### src/rtl/f_predictpc.sv
// Direct-mapped BTB next-PC predictor with 2-bit branch counters and combinational lookup.
// Optional statistics outputs stat_ctrl/stat_miss are enabled by defining F_PREDICTPC_STATS_EN.
module f_predictpc #(
  parameter int unsigned BTB_ENTRIES = 16
) (
  input  logic        clk,
  input  logic        rst_n,
  input  logic [31:0] fetch_pc,
  output logic [31:0] pc_predicted,
  output logic        cannot_predict,
  input  logic        upd_valid,
  input  logic [31:0] upd_pc,
  input  logic [1:0]  upd_jump_code,
  input  logic [31:0] upd_nextpc,
  input  logic        upd_fail
`ifdef F_PREDICTPC_STATS_EN
  ,
  output logic [31:0] stat_ctrl,
  output logic [31:0] stat_miss
`endif
);

  localparam int unsigned IW = $clog2(BTB_ENTRIES);
  localparam int unsigned TW = 30 - IW;

  typedef enum logic [1:0] {
    J_NONE = 2'b00,
    J_BR   = 2'b01,
    J_JAL  = 2'b10,
    J_JALR = 2'b11
  } jump_e;

  logic          r_valid  [BTB_ENTRIES];
  logic [1:0]    r_ctr    [BTB_ENTRIES];
  logic [TW-1:0] r_tag    [BTB_ENTRIES];
  logic [31:0]   r_target [BTB_ENTRIES];
  jump_e         r_type   [BTB_ENTRIES];

  logic [IW-1:0] w_fidx;
  logic [TW-1:0] w_ftag;
  logic          w_fhit;
  logic [IW-1:0] w_uidx;
  logic [TW-1:0] w_utag;
  logic          w_uhit;
  logic          w_taken;
  logic          w_ctrl;
  logic          w_alloc;
  logic          w_wr_ctr;
  logic          w_wr_tgt;
  logic [1:0]    w_ctr_nxt;
  jump_e         w_type_nxt;

  assign w_fidx = fetch_pc[IW+1:2];
  assign w_ftag = fetch_pc[31:IW+2];
  assign w_fhit = r_valid[w_fidx] && (r_tag[w_fidx] == w_ftag);

  always_comb begin
    pc_predicted   = fetch_pc + 32'd4;
    cannot_predict = 1'b0;
    if (w_fhit) begin
      case (r_type[w_fidx])
        J_JAL:   pc_predicted = r_target[w_fidx];
        J_BR:    if (r_ctr[w_fidx][1]) pc_predicted = r_target[w_fidx];
        J_JALR:  cannot_predict = 1'b1;
        default: ;
      endcase
    end
  end

  assign w_uidx  = upd_pc[IW+1:2];
  assign w_utag  = upd_pc[31:IW+2];
  assign w_uhit  = r_valid[w_uidx] && (r_tag[w_uidx] == w_utag);
  assign w_taken = (upd_nextpc != (upd_pc + 32'd4));
  assign w_ctrl  = upd_valid && (jump_e'(upd_jump_code) != J_NONE);

  // A branch that hits only trains the counter (and target when taken); allocation rewrites the whole entry.
  always_comb begin
    w_alloc    = 1'b0;
    w_wr_ctr   = 1'b0;
    w_wr_tgt   = 1'b0;
    w_ctr_nxt  = 2'b11;
    w_type_nxt = jump_e'(upd_jump_code);
    if (w_ctrl) begin
      case (jump_e'(upd_jump_code))
        J_BR: begin
          if (w_uhit) begin
            w_wr_ctr = 1'b1;
            if (w_taken) begin
              w_wr_tgt  = 1'b1;
              w_ctr_nxt = (r_ctr[w_uidx] == 2'b11) ? 2'b11 : r_ctr[w_uidx] + 2'd1;
            end else begin
              w_ctr_nxt = (r_ctr[w_uidx] == 2'b00) ? 2'b00 : r_ctr[w_uidx] - 2'd1;
            end
          end else if (w_taken) begin
            w_alloc   = 1'b1;
            w_wr_ctr  = 1'b1;
            w_wr_tgt  = 1'b1;
            w_ctr_nxt = 2'b10;
          end
        end
        J_JAL, J_JALR: begin
          w_alloc   = 1'b1;
          w_wr_ctr  = 1'b1;
          w_wr_tgt  = 1'b1;
          w_ctr_nxt = 2'b11;
        end
        default: ;
      endcase
    end
  end

  always_ff @(posedge clk or negedge rst_n) begin
    if (!rst_n) begin
      for (int unsigned i = 0; i < BTB_ENTRIES; i++) begin
        r_valid[i] <= 1'b0;
        r_ctr[i]   <= 2'b01;
      end
    end else begin
      if (w_alloc)  r_valid[w_uidx] <= 1'b1;
      if (w_wr_ctr) r_ctr[w_uidx]   <= w_ctr_nxt;
    end
  end

  // Payload fields carry no reset; a cleared valid bit masks them.
  always_ff @(posedge clk) begin
    if (w_alloc) begin
      r_tag[w_uidx]  <= w_utag;
      r_type[w_uidx] <= w_type_nxt;
    end
    if (w_wr_tgt) r_target[w_uidx] <= upd_nextpc;
  end

`ifdef F_PREDICTPC_STATS_EN
  always_ff @(posedge clk or negedge rst_n) begin
    if (!rst_n) begin
      stat_ctrl <= '0;
      stat_miss <= '0;
    end else if (w_ctrl) begin
      stat_ctrl <= stat_ctrl + 32'd1;
      if (upd_fail) stat_miss <= stat_miss + 32'd1;
    end
  end
`else
  logic w_unused_fail;
  assign w_unused_fail = upd_fail;
`endif

endmodule

### config.mk
export PLATFORM = sky130hd
export DESIGN_NAME = f_predictpc
export DESIGN_NICKNAME = d
export VERILOG_FILES = /design/src/rtl/f_predictpc.sv
export SDC_FILE = /design/constraint.sdc
export NUM_CORES = 1
export LEC_CHECK = 0
export CAP_MARGIN = 10
export CELL_PAD_IN_SITES_DETAIL_PLACEMENT = 1
export CELL_PAD_IN_SITES_GLOBAL_PLACEMENT = 2
export CORE_UTILIZATION = 48
export CTS_BUF_LIST = sky130_fd_sc_hd__clkbuf_4 sky130_fd_sc_hd__clkbuf_8 sky130_fd_sc_hd__clkbuf_16
export CTS_CLUSTER_SIZE = 10
export DETAILED_ROUTE_END_ITERATION = 16
export GPL_ROUTABILITY_DRIVEN = 0
export PLACE_DENSITY_LB_ADDON = 0.08
export SYNTH_ARGS = -nofsm -noshare
export SYNTH_HDL_FRONTEND = slang
export SYNTH_SLANG_ARGS = --single-unit
### constraint.sdc
create_clock -name clk -period 6.16 [get_ports clk]
set_clock_uncertainty 0.2 [all_clocks]
set_input_delay 0.924 -clock clk [delete_from_list [all_inputs] [get_ports clk]]
set_output_delay 0.924 -clock clk [all_outputs]
set_load 0.02 [all_outputs]
# Yosys cells after proc, flatten, opt, wreduce, memory -nomap -nowiden
# Memory sizes are Yosys's and may differ from the RTL's.
# Cells that the tools add are included.
# word_totals
register_bits,48
mem_bits_rw,960
inputBits,102
output_inout_bits,33
mem_count,3
# op_classes
n_addsub,4
n_lt_le_gt_ge,3
n_eq_ne,10
n_mux,42
bitwise_logic,3
reduce_logical,7
# memory_table
name,words,word_bits,rd,rd_ports_with_merged_regs,wr,line,rtl
r_target,16,32,1,0,1,36,logic [31:0] r_target [BTB_ENTRIES];
r_tag,16,26,2,0,1,35,logic [TW-1:0] r_tag [BTB_ENTRIES];
r_type,16,2,1,0,1,37,jump_e r_type [BTB_ENTRIES];
# ops
operator,count
$add A32 B3 Y32 const B,2
$mux W32,2
$pmux W32 S2,1
$eq A26 B26 Y1,2
$bwmux W32,1
$ne A32 B32 Y1,1
$mux W2,11
$mux W1,18
$bmux W2 S4,2
$or A16 B16 Y16,1
$eq A2 B2 Y1 const B,5
$ge A5 B5 Y1 const B,2
$not A4 Y5,2
$bmux W1 S4,2
$demux W2 S4,1
$pmux W1 S2,3
$lt A5 B1 Y1 const B,1
$demux W1 S4,1
$eq A2 B1 Y1 const B,2
$logic_and A1 B1 Y1,4
$add A2 B1 Y2 const B,1
$logic_not A2 Y1,1
$reduce_bool A2 Y1,1
$reduce_or A2 Y1,1
$sub A2 B1 Y2 const B,1

# Logic depth before layout (Yosys ltp)
# depth
ltp_word,11
ltp_mapped,17
ltp_nobuf,11

# Worst setup path after synthesis
# No wires, ideal clock.
# synth_timing
path_type,in2reg
from,input upd_pc[2]
to,memory r_target[0][0] (enable)
setup_time_ps,461
arrival_ps,5538
required_ps,5499
path_slack_ps,-39
cell_stages,15
n_path_buf,4
cell_sequence,buf_6 -> buf_6 -> buf_6 -> clkinv_1 -> buf_2 -> ha_1 -> xnor2_1 -> nand4_1 -> a2111o_1 -> nor4b_2 -> and4_1 -> and2_1 -> o21ai_0 -> nand3_1 -> nor3_1
# synth_between
elab_chain_len,7
# synth_lines
item,line,rtl
"start, declared",12,"input logic [31:0] upd_pc,"
$add A32 B3 Y32,73,assign w_taken = (upd_nextpc != (upd_pc + 32'd4));
$ne A32 B32 Y1,73,
$mux W1,"88, 94",
$pmux W1 S2,84,case (jump_e'(upd_jump_code))
$mux W1,83,if (w_ctrl) begin
$mux W1,130,if (w_wr_tgt) r_target[w_uidx] <= upd_nextpc;
$mux W1 (not written as such),130,
"end, declared",36,
# Several ways; a longest one is shown, not always the timed one.

# Worst setup path after layout
# layout_timing
from,input fetch_pc[2]
to,output pc_predicted[3]
# layout_between
elab_chain_len,7
# layout_lines
item,line,rtl
"start, declared",8,"input logic [31:0] fetch_pc,"
"parallel branches: the longest is 6 deep, another holds $add A32 B3 Y32",n/a,
$mux W32 *,60,if (w_fhit) begin
"end, declared",9,"output logic [31:0] pc_predicted,"
# Mark *: on every way between the ends. The select of a mux whose other input is x is not followed.

==> impl_metrics.yaml <==
run_status:
  status: "complete, no violations"
yosys:
  synth-edff-count: 960
  synth.area.top_cells: "edfxtp_1, mux4_2, dfrtp_1"
  syn_avg_cell_area_um2: 19.5
  ys_types: 79
  synth_area_um2: 45200
  async_flop_share_pct: 4.76
  synth_top_area_share_pct: 63.8
  syn-instance-count: 2313
  yosysWarnings: 0
  ys_seq_area_share_pct: 66.5
  synth_seq_cells: 1008
  syn_nets: 2423
  ys.flop_type: "edfxtp_1"
  synth_top_cell_by_area: "edfxtp_1"
setup_path:
  critPathLaunch: "fetch_pc[2]"
  cp-end-kind: "output pin"
  critPathMaxFanout: 21
  cp_data_arrival_time_ns: 4.89
  start_kind: "input pin"
  required_ns: 5.04
  r2r_start: "r_tag[9][6]"
  r2r_cells: 12
  rrSetupSlack_ns: 1.68
  endpoint: "pc_predicted[3]"
  crit_type: "in2out"
  r2r_end: "r_tag[5][23]"
power:
  p_int_mw: 12.0
  p_clk_share_pct: 39.9
  powerDensity_nw_per_um2: 295
  power.leakage_nw: 17.2
  vdd_drop_max_v: 0.000226
  p_comb_share_pct: 10.1
  p_seq_share_pct: 50.0
  p_sw_mw: 3.56
  switching_share_pct: 22.8
  power_mw: 15.6
floorplan:
  die_h_um: 309
  die_x_um: 309
  start_util_pct: 48.4
  dieArea_um2: 95400
  io_pins: 135
  core.rowCount: 112
  coreArea_um2: 93300
cts:
  post-cts-setup-buffers: 0
  cts_hold_buf: 0
  cts_inserted_buffers: 114
  tritoncts: "built"
  clk_pin_slew_ns: 0.05
  ctsHtreeMaxLevel: 3
  root_buffer: "clkbuf_16"
  clk_path_buf_depth: 3
  clk_latency_ns: 0.71
  cts.sinks: 1008
placement:
  portBuffers: 133
  place_area_um2: 49600
  hpwl_um: 94100
cells_and_area:
  nNetsFinal: 2731
  layout_common_cells: "edfxtp_1, mux4_2, buf_4"
  area_growth_pct: 17.0
  final_common_cell: "edfxtp_1"
  fin_area_um2: 52900
  drive_gt1_share_pct: 33.6
sta:
  finalHoldViolCount: 0
  setup_viol: 0
  slew_violations: 0
  whs_ns: 0.229
  tightest_slew_ns: 1.19
  fin_crit_ns: 6.01
  fin_crit_sh_pct: 97.6
  relSlewSlack_pct: 20.3
  fmax_mhz: 166
  rsz0062_at_grt: "false"
run:
  maxCapViolations: 0
route:
  wl_per_cell_um: 36.0
  drt_iter0_markers: 2546
  drc: 0
  ant_nets: 0
  viasPerCell: 6.45
  drtPass1Iterations: 7
  vias: 25309
  totalWireLength_um: 141000
global_routing:
  grt_usage_pct: 30.2
  grt_max_degree: 88
  grt_overflow: 0
  antenna_found_initial: 3
  grt_pass1_vias: 26741
  grt_first_pass_wirelength_um: 200000
hold_path:
  hp-class: "in2async"
## routing by layer
metal,wire length [um],GRT usage [%]
met1,56500,40.7
met2,71300,50.3
met3,9130,4.68
met4,4510,10.3
met5,7,0
## logic make-up (layout without fill, tap and decap cells)
kind of cell	count (synthesis)	after routing	synth area share [%]
simple gates	292	292	3.49
mux	514	514	22.8
xor+xnor	108	108	2.09
buf+inv	208	564	2.17
fa+ha+maj	8	8	0.221
flops	1008	1008	66.5
compound gates	175	175	2.75
other cells	0	2	0
## metrics by stage
stage | setup slack, ns | TNS [ns] | util [%] | std cells
after global placement | -0.446 | -9.87 | 53.1 | 3759
after detailed placement | -0.377 | -8.02 | 53.1 | 3759
after CTS | 0.0120 | 0 | 56.7 | 3923
after floorplan | 0.0996 | 0 | - | 2313
final | 0.148 | 0 | 56.7 | 3925
after global routing | 0.0354 | 0 | 56.7 | 3924
## worst max-delay path, cell delays in order
cell,delay [ns]
buf_8,0.18
buf_12,0.24
buf_12,0.24
mux4_2,0.54
mux4_2,0.55
xnor2_1,0.17
nand4_1,0.16
nor3_4,0.32
buf_4,0.18
nand2_1,0.08
or3_1,0.40
buf_12,0.18
o22ai_1,0.28
dlygate4sd2_1,0.41
## cell usage after synthesis (24+ instances only)
library cell and n:
buf_2 30, clkbuf_1 67, dfrtp_1 32, edfxtp_1 960, inv_1 61, mux2_2 39, mux2i_1 65, mux4_2 405
nand2_1 51, nand3_1 38, nand4_1 24, nor2_1 76, nor3_1 27, o22ai_1 43, xnor2_1 63, xor2_1 45
## registers in the layout (all words and copies together) (netlist names)
name,cells
r_ctr,32
r_target,512
r_type,32
r_valid,16
r_tag,416
## power groups by stage
stage	clock network [mW]	registers, mW	logic, mW
after floorplan	0	7.90	0.881
after global placement	0	7.91	1.54
after detailed placement	0	7.93	1.57
after CTS	6.32	7.80	1.57
after global routing	6.53	7.81	1.65
final	6.23	7.80	1.57
## timing repair
action                     in CTS  in global routing
gates resized for setup        26                  8
setup endpoints to repair      31                  7
pin swaps                       0                  0
## worst min-delay path by stage
| stage | from | end | depth (start not counted) |
|---|---|---|---|
| 6_report | rst_n | r_valid[0] | 1 |
| 5_1_grt | rst_n | r_valid[10] | 1 |
| 4_1_cts | rst_n | r_valid[0] | 1 |
| 3_5_place_dp | r_valid[14] | r_valid[14] | 1 |
| 3_3_place_gp | r_valid[7] | r_valid[7] | 1 |
| 2_1_floorplan | r_valid[14] | r_valid[14] | 1 |
## cell type report
| class | instances | area [um^2] |
|---|---|---|
| clock inverter | 11 | 118 |
| inverter | 63 | 236 |
| multi-input combinational | 1097 | 14500 |
| sequential | 1008 | 30000 |
| tap | 1254 | 1570 |
| timing repair buffer | 337 | 3260 |
| fill | 8154 | 40400 |
| antenna | 2 | 5.00 |
| clock buffer | 153 | 3220 |
No activity file was read; power rests on OpenSTA's default activity.
